### src/rtl/clock_set_ctrl.sv
// Time-setting controller for the HH:MM:SS BCD counter chain: freezes the counters,
// steps hours then minutes from two buttons, and writes the preset back with a load pulse.
module clock_set_ctrl #(
    parameter int unsigned TIMEOUT_TICKS = 10,
    parameter int unsigned REPEAT_DELAY  = 2
) (
    input  logic       clk,
    input  logic       rst,
    input  logic       tick,
    input  logic       btn_mode,
    input  logic       btn_inc,
    input  logic [3:0] cur_ten_hour,
    input  logic [3:0] cur_one_hour,
    input  logic [3:0] cur_ten_min,
    input  logic [3:0] cur_one_min,
    output logic       stop,
    output logic       load,
    output logic [3:0] set_ten_hour,
    output logic [3:0] set_one_hour,
    output logic [3:0] set_ten_min,
    output logic [3:0] set_one_min,
    output logic       blank_hour,
    output logic       blank_min,
    output logic [1:0] mode
);

    localparam int unsigned IdleW = (TIMEOUT_TICKS < 2) ? 1 : $clog2(TIMEOUT_TICKS);
    localparam logic [IdleW-1:0] IdleLast = IdleW'(TIMEOUT_TICKS - 1);
    localparam int unsigned HoldW = (REPEAT_DELAY < 1) ? 1 : $clog2(REPEAT_DELAY + 1);
    localparam logic [HoldW-1:0] HoldMax = HoldW'(REPEAT_DELAY);

    typedef enum logic [1:0] {
        StRun     = 2'b00,
        StSetHour = 2'b01,
        StSetMin  = 2'b10,
        StLoad    = 2'b11
    } state_e;

    state_e state_q, state_d;

    // [0],[1]: synchronizer flops; [2]: previous synchronized level for edge detect.
    logic [2:0] mode_sync_q, inc_sync_q;
    logic       mode_press, inc_press, inc_level;

    logic [3:0] ten_hour_q, ten_hour_d, one_hour_q, one_hour_d;
    logic [3:0] ten_min_q, ten_min_d, one_min_q, one_min_d;
    logic [HoldW-1:0] hold_q, hold_d;
    logic [IdleW-1:0] idle_q, idle_d;
    logic       blink_q, blink_d;
    logic       bump;
    logic       stop_q, load_q, blank_hour_q, blank_min_q;

    assign mode_press = mode_sync_q[1] & ~mode_sync_q[2];
    assign inc_press  = inc_sync_q[1] & ~inc_sync_q[2];
    assign inc_level  = inc_sync_q[1];

    always_comb begin
        state_d    = state_q;
        ten_hour_d = ten_hour_q;
        one_hour_d = one_hour_q;
        ten_min_d  = ten_min_q;
        one_min_d  = one_min_q;
        hold_d     = hold_q;
        idle_d     = idle_q;
        blink_d    = blink_q;
        bump       = 1'b0;

        unique case (state_q)
            StRun: begin
                if (mode_press) begin
                    state_d    = StSetHour;
                    ten_hour_d = cur_ten_hour;
                    one_hour_d = cur_one_hour;
                    ten_min_d  = cur_ten_min;
                    one_min_d  = cur_one_min;
                end
            end
            StSetHour, StSetMin: begin
                // A mode press takes priority and swallows any inc in the same cycle.
                if (mode_press) begin
                    state_d = (state_q == StSetHour) ? StSetMin : StLoad;
                end else begin
                    bump = inc_press | (tick & inc_level & (hold_q == HoldMax));
                    if (bump) begin
                        idle_d = '0;
                    end else if (tick) begin
                        if (idle_q == IdleLast) begin
                            state_d = StRun;
                        end else begin
                            idle_d = idle_q + IdleW'(1);
                        end
                    end
                end
                if (tick) begin
                    blink_d = ~blink_q;
                end
                if (!inc_level) begin
                    hold_d = '0;
                end else if (tick && (hold_q != HoldMax)) begin
                    hold_d = hold_q + HoldW'(1);
                end
            end
            StLoad: begin
                state_d = StRun;
            end
        endcase

        if (bump) begin
            if (state_q == StSetHour) begin
                if ((ten_hour_q == 4'd2) && (one_hour_q == 4'd3)) begin
                    ten_hour_d = 4'd0;
                    one_hour_d = 4'd0;
                end else if (one_hour_q == 4'd9) begin
                    ten_hour_d = ten_hour_q + 4'd1;
                    one_hour_d = 4'd0;
                end else begin
                    one_hour_d = one_hour_q + 4'd1;
                end
            end else begin
                if (one_min_q == 4'd9) begin
                    one_min_d = 4'd0;
                    ten_min_d = (ten_min_q == 4'd5) ? 4'd0 : ten_min_q + 4'd1;
                end else begin
                    one_min_d = one_min_q + 4'd1;
                end
            end
        end

        if (state_d != state_q) begin
            hold_d  = '0;
            idle_d  = '0;
            blink_d = 1'b0;
        end
    end

    always_ff @(posedge clk) begin
        if (rst) begin
            state_q      <= StRun;
            mode_sync_q  <= '0;
            inc_sync_q   <= '0;
            ten_hour_q   <= '0;
            one_hour_q   <= '0;
            ten_min_q    <= '0;
            one_min_q    <= '0;
            hold_q       <= '0;
            idle_q       <= '0;
            blink_q      <= 1'b0;
            stop_q       <= 1'b0;
            load_q       <= 1'b0;
            blank_hour_q <= 1'b0;
            blank_min_q  <= 1'b0;
        end else begin
            state_q      <= state_d;
            mode_sync_q  <= {mode_sync_q[1:0], btn_mode};
            inc_sync_q   <= {inc_sync_q[1:0], btn_inc};
            ten_hour_q   <= ten_hour_d;
            one_hour_q   <= one_hour_d;
            ten_min_q    <= ten_min_d;
            one_min_q    <= one_min_d;
            hold_q       <= hold_d;
            idle_q       <= idle_d;
            blink_q      <= blink_d;
            stop_q       <= (state_d != StRun);
            load_q       <= (state_d == StLoad);
            blank_hour_q <= (state_d == StSetHour) & blink_d;
            blank_min_q  <= (state_d == StSetMin) & blink_d;
        end
    end

    assign stop         = stop_q;
    assign load         = load_q;
    assign blank_hour   = blank_hour_q;
    assign blank_min    = blank_min_q;
    assign mode         = state_q;
    assign set_ten_hour = ten_hour_q;
    assign set_one_hour = one_hour_q;
    assign set_ten_min  = ten_min_q;
    assign set_one_min  = one_min_q;

endmodule

### config.mk
export PLATFORM = sky130hd
export DESIGN_NAME = clock_set_ctrl
export DESIGN_NICKNAME = d
export VERILOG_FILES = /design/src/rtl/clock_set_ctrl.sv
export SDC_FILE = /design/constraint.sdc
export NUM_CORES = 1
export LEC_CHECK = 0
export ABC_CLOCK_PERIOD_IN_PS = 2320
export CORE_MARGIN = 5
export CORE_UTILIZATION = 51
export DETAILED_ROUTE_END_ITERATION = 6
export GPL_TIMING_DRIVEN = 0
export PLACE_DENSITY = 0.89
export SYNTH_ARGS = -nofsm -noshare
export SYNTH_HDL_FRONTEND = slang
export SYNTH_SLANG_ARGS = --single-unit
### constraint.sdc
create_clock -name clk -period 2.32 [get_ports clk]
set_input_delay 0.348 -clock clk [delete_from_list [all_inputs] [get_ports clk]]
set_output_delay 0.348 -clock clk [all_outputs]
set_load 0.01 [all_outputs]
# [After elaboration in Yosys (flattened, before gate mapping)]
# Index checks and enable logic that the tools add are counted.
[word_totals] elab_cells=97 output_inout_bits=22 ff_bits=35 input_bits=21
[op_classes] reduce_logical=9 addsub=6 eq_ne=17 bitwise_logic=11 n_mux=40
[op_table] cell="$mux 4" count=26
[op_table] cell="$add 4x1->4 const B" count=5
[op_table] cell="$mux 2" count=7
[op_table] cell="$eq 4x4->1 const B" count=3
[op_table] cell="$eq 2x2->1 const B" count=5
[op_table] cell="$eq 4x2->1 const B" count=2
[op_table] cell="$and 1x1->1" count=6
[op_table] cell="$mux 1" count=6
[op_table] cell="$pmux 2 s3" count=1
[op_table] cell="$eq 2x1->1 const B" count=2
[op_table] cell="$eq 4x3->1 const B" count=1
[op_table] cell="$ne 2x2->1 const B" count=2
[op_table] cell="$not 1->1" count=4
[op_table] cell="$reduce_and 4->1" count=1
[op_table] cell="$reduce_bool 2->1" count=2
[op_table] cell="$reduce_or 2->1" count=2
[op_table] cell="$add 2x1->2 const B" count=1
[op_table] cell="$logic_and 1x1->1" count=2
[op_table] cell="$logic_not 2->1" count=1
[op_table] cell="$ne 2x1->1 const B" count=1
[op_table] cell="$ne 2x2->1" count=1
[op_table] cell="$reduce_and 2->1" count=1
[op_table] cell="$or 1x1->1" count=1

# [Longest topological paths before layout]
# Gate-level depths: netlist (run 1).
[depth] depth_word=9 mapped_depth=7 ltp_nobuf=6

# [Least setup slack after synthesis (run 1)]
# No wires, ideal clock.
[synth_path] path_type="register -> register" from="register state_q[0] (netlist: mode[0])" to="register one_hour_q[3] (netlist: set_one_hour[3])" period_less_slack_ns=1.976 arrival_ns=1.902 stages_incl_launch_ff=8 required_ns=2.246 setup_time_ns=0.074 n_path_buf=1 setup_slack_ns=0.344 cell_sequence="dfxtp_1 inv_1 ha_1 buf_4 and2_1 nand4_2 or3_1 a31oi_1"
[synth_between] elab_chain_cells=4 word_cells_on_any_way=8 cone_classes="eq/ne (2); mux (4); reduce/logical (2)"
[synth_lines] element="from (decl)" line_no="39" source="state_e state_q, state_d;"
[synth_lines] element="from (signal assigned)" line_no="138" source="state_q <= StRun;"
[synth_lines] element="from (signal assigned)" line_no="153" source="state_q <= state_d;"
[synth_lines] element="$eq 2x1->1 (tied with other cells)" line_no="68, 109"
[synth_lines] element="$reduce_or 2->1 or $mux 4 (tied branches)" line_no="68" source="unique case (state_q)"
[synth_lines] element="$mux 1 or $mux 4 (tied branches)" line_no="68, 109"
[synth_lines] element="$mux 4 *" line_no="108" source="if (bump) begin"
[synth_lines] element="to (signal assigned)" line_no="157" source="one_hour_q <= one_hour_d;"
[synth_lines] element="to (decl)" line_no="45" source="logic [3:0] ten_hour_q, ten_hour_d, one_hour_q, one_hour_d;"
# Every way passes the cells marked *; elsewhere a longest branch is shown, timed or not.
# A chain may end at the register's enable or synchronous reset.

# [Worst setup path in the final report (run 1)]
# Same ends and word-level chain as after synthesis.

==> results of run 1 <==
report_power, final:
part | internal, uW | switching, uW
clock network | 320 | 232
registers | 621 | 25.7
logic | 96.8 | 84.8
kinds of logic after synthesis:
logic type / synth area share
simple gates: 0.288
compound gates: 0.211
flops: 0.345
buf+inv: 0.0425
fa+ha+maj: 0.0616
xor+xnor: 0.0216
mux: 0.0314
final cells by class:
| type | count | area, um^2 | share of cell area |
|---|---|---|---|
| Buffer | 9 | 45.0 | 0.0172 |
| Inverter | 11 | 41.3 | 0.0158 |
| Clock inverter | 3 | 43.8 | 0.0167 |
| Clock buffer | 5 | 68.8 | 0.0263 |
| Timing Repair Buffer | 41 | 410 | 0.157 |
| Sequential cell | 35 | 703 | 0.268 |
| Tap cell | 50 | 62.6 | 0.0239 |
| Multi-Input combinational cell | 177 | 1240 | 0.475 |
metal layers:
layer	track usage	vias to the layer above	share of wire
li1	-	971	-
met1	0.249	927	0.43
met2	0.308	56	0.49
met3	0.0482	9	0.057
met4	0.0963	0	0.019
met5	0	-	0
placed cells by master, fill, tap and decap left out, types with 6 or more instances in the layout:
cell type	Yosys	routed
nor2_1	10	10
a211oi_1	8	8
clkdlybuf4s50_1	0	41
nor3_1	10	10
a31oi_1	6	6
nand2_1	14	14
inv_1	10	10
a21oi_1	19	19
nor2b_1	12	12
dfxtp_1	35	33
ha_1	10	10
nand3_1	14	14
flip-flops by register name, summed over array words and instances (netlist names):
signal,cells
blank_hour,1
blank_min,1
blink_q,1
hold_q,2
idle_q,4
inc_sync_q,3
load,1
mode,2
mode_sync_q,3
set_one_hour,4
set_one_min,4
set_ten_hour,4
set_ten_min,4
stop,1
through the flow:
stage	setup WS (ps)	area (um^2)	hold WS [ps]	total power, uW	utilization
floorplan	344	2030	414	751	-
global placement	199	2500	418	835	0.635
detailed placement	151	2500	431	839	0.635
CTS	128	2620	444	1390	0.664
global route	93.6	2620	473	1430	0.665
finish	222	2620	445	1380	0.665
what timing repair did:
item | CTS | global route
hold endpoints to repair | 0 | 0
endpoints found under the setup margin | 0 | 4
gates resized for setup | 0 | 2
buffers inserted | 0 | 0
worst min-delay path by stage:
stage	to	slack, ps	start
floorplan	inc_sync_q[1]	410	inc_sync_q[0]
global placement	inc_sync_q[1]	420	inc_sync_q[0]
global route	mode_sync_q[0]	470	rst
CTS	inc_sync_q[1]	440	rst
finish	inc_sync_q[1]	440	inc_sync_q[0]
detailed placement	inc_sync_q[1]	430	inc_sync_q[0]
worst max-delay path: cells and delay by family, from the launching register on:
family / cells / cell delay (ps)
AOI/OAI and AO/OA: 1 / 170
DFF: 1 / 410
buffers and inverters: 2 / 290
adders and majority gates: 1 / 340
and+or+nand+nor: 3 / 820
==> impl_metrics.py, run 1 <==
metrics = {
    "global_routing": {
        "grt_pass1_wl_um": 8230,
        "antenna_found_initial": 0,
        "grt_start_max_net_pins": 13,
        "grt.overflow.total": 0,
        "grt_pass1_vias": 1822,
        "gr-usage-all-layers": 0.196,
    },
    "place": {
        "globalplace.congestion": 0.872,
        "numPortBuffers": 41,
        "dp.cells": 323,
        "dp_hpwl_um": 3530,
    },
    "setup_path": {
        "cp.arrival_ps": 2320,
        "cpMaxStageDelayCell": "dfxtp_2",
        "crit_fanout": 10,
        "rrSetupSlack_ps": 220,
        "setup.worst_path.start_class": "flop",
        "critical_path_required_ps": 2540,
        "startpoint": "mode[0]",
        "timing.rr.end": "set_one_hour[3]",
        "reg2reg_depth": 7,
        "cpPeakStageDelay_ps": 410,
        "path_class": "flop to flop",
        "crit_end": "set_one_hour[3]",
        "cp_cell_sequence": "inv_1, ha_1, buf_4, and2_1, nand4_2, or3_1, a31oi_1",
        "r2r_start": "mode[0]",
        "end_kind": "flop",
    },
    "cts": {
        "numClockSinks": 35,
        "cts_root_buffer": "clkbuf_8",
        "numCtsBuffers": 5,
        "clockBufferDepth": 2,
        "clock_latency_ps": 290,
        "clk_pin_slew_worst_paths_ps": 70,
        "cts.htree.levels": 2,
        "cts_hold_buf": 0,
        "cts_tree": "built",
    },
    "logic_synthesis": {
        "synth_top_area_share": 0.345,
        "avgSynthCellArea_um2": 8.76,
        "synth-main-ff-cell": "dfxtp_1",
        "synth_top_cell_by_area": "dfxtp_1",
        "synth.most_common_cell": "dfxtp_1",
        "ys_seq_area_frac": 0.345,
        "yosysWarnings": 0,
        "synth_nets": 263,
        "syn_inst": 232,
        "ys_types": 53,
        "synth-edff-count": 0,
        "synth_seq_cells": 35,
        "netlist_top_cells_count": "dfxtp_1 (35), a21oi_1 (19), nand2_1 (14), nand3_1 (14), nor2b_1 (12)",
        "ys_top_cells_by_area": "dfxtp_1 (34%), ha_1 (6.2%), a21oi_1 (4.7%)",
        "synth-async-reset-ratio": 0,
        "syn_area_mm2": 0.00203,
    },
    "sta": {
        "drv_slew": 0,
        "fin_crit_sh": 0.905,
        "slew_headroom": 0.654,
        "skew_ps": 7.72,
        "finalHoldViolations": 0,
        "fin_setup_tns_ps": 0,
        "finalSetupViolCount": 0,
        "rsz0062_at_grt": "no",
        "worst_pin_slew_ps": 515,
        "clock.fmax_mhz": 477,
        "fin_crit_ps": 2100,
    },
    "drt": {
        "drtIter0Drc": 170,
        "drc_errors": 0,
        "post_drt_wl_per_cell_um": 14.7,
        "drt-total-wl_um": 4880,
        "ant_nets": 0,
        "first_pass_iters": 4,
        "viasPerCell": 5.93,
        "vias": 1963,
    },
    "pwr": {
        "p_leak_uw": 0.000910,
        "cellPowerDensity_mw_per_mm2": 527,
        "ir_drop_mv": 0.383,
    },
    "finish": {
        "syn_to_final_growth_pct": 28.9,
        "finish.net_count": 311,
        "diodes": 0,
        "fin_cells": 331,
        "fillers": 318,
        "drive_gt1_frac": 0.103,
    },
    "die": {
        "die_y_um": 73.1,
        "die_x_um": 73.1,
        "start_util": 0.515,
        "io_pins": 43,
        "dieArea_mm2": 0.00535,
        "num_rows": 23,
        "coreArea_mm2": 0.00394,
    },
    "job": {
        "cap_viol_max_count": 0,
    },
    "worst_hold_path": {
        "hold_class": "flop to flop",
        "worstHoldPathCells": 1,
    },
    "outcome": {
        "status": "finished clean",
    },
}
Power figures use the tool's default switching activity.
==> inputs of run 2 (changes only) <==
- GPL_ROUTABILITY_DRIVEN: default -> 0
==> results of run 2 <==
Same layout as run 1: the final DEF is identical, and so are final timing and power.
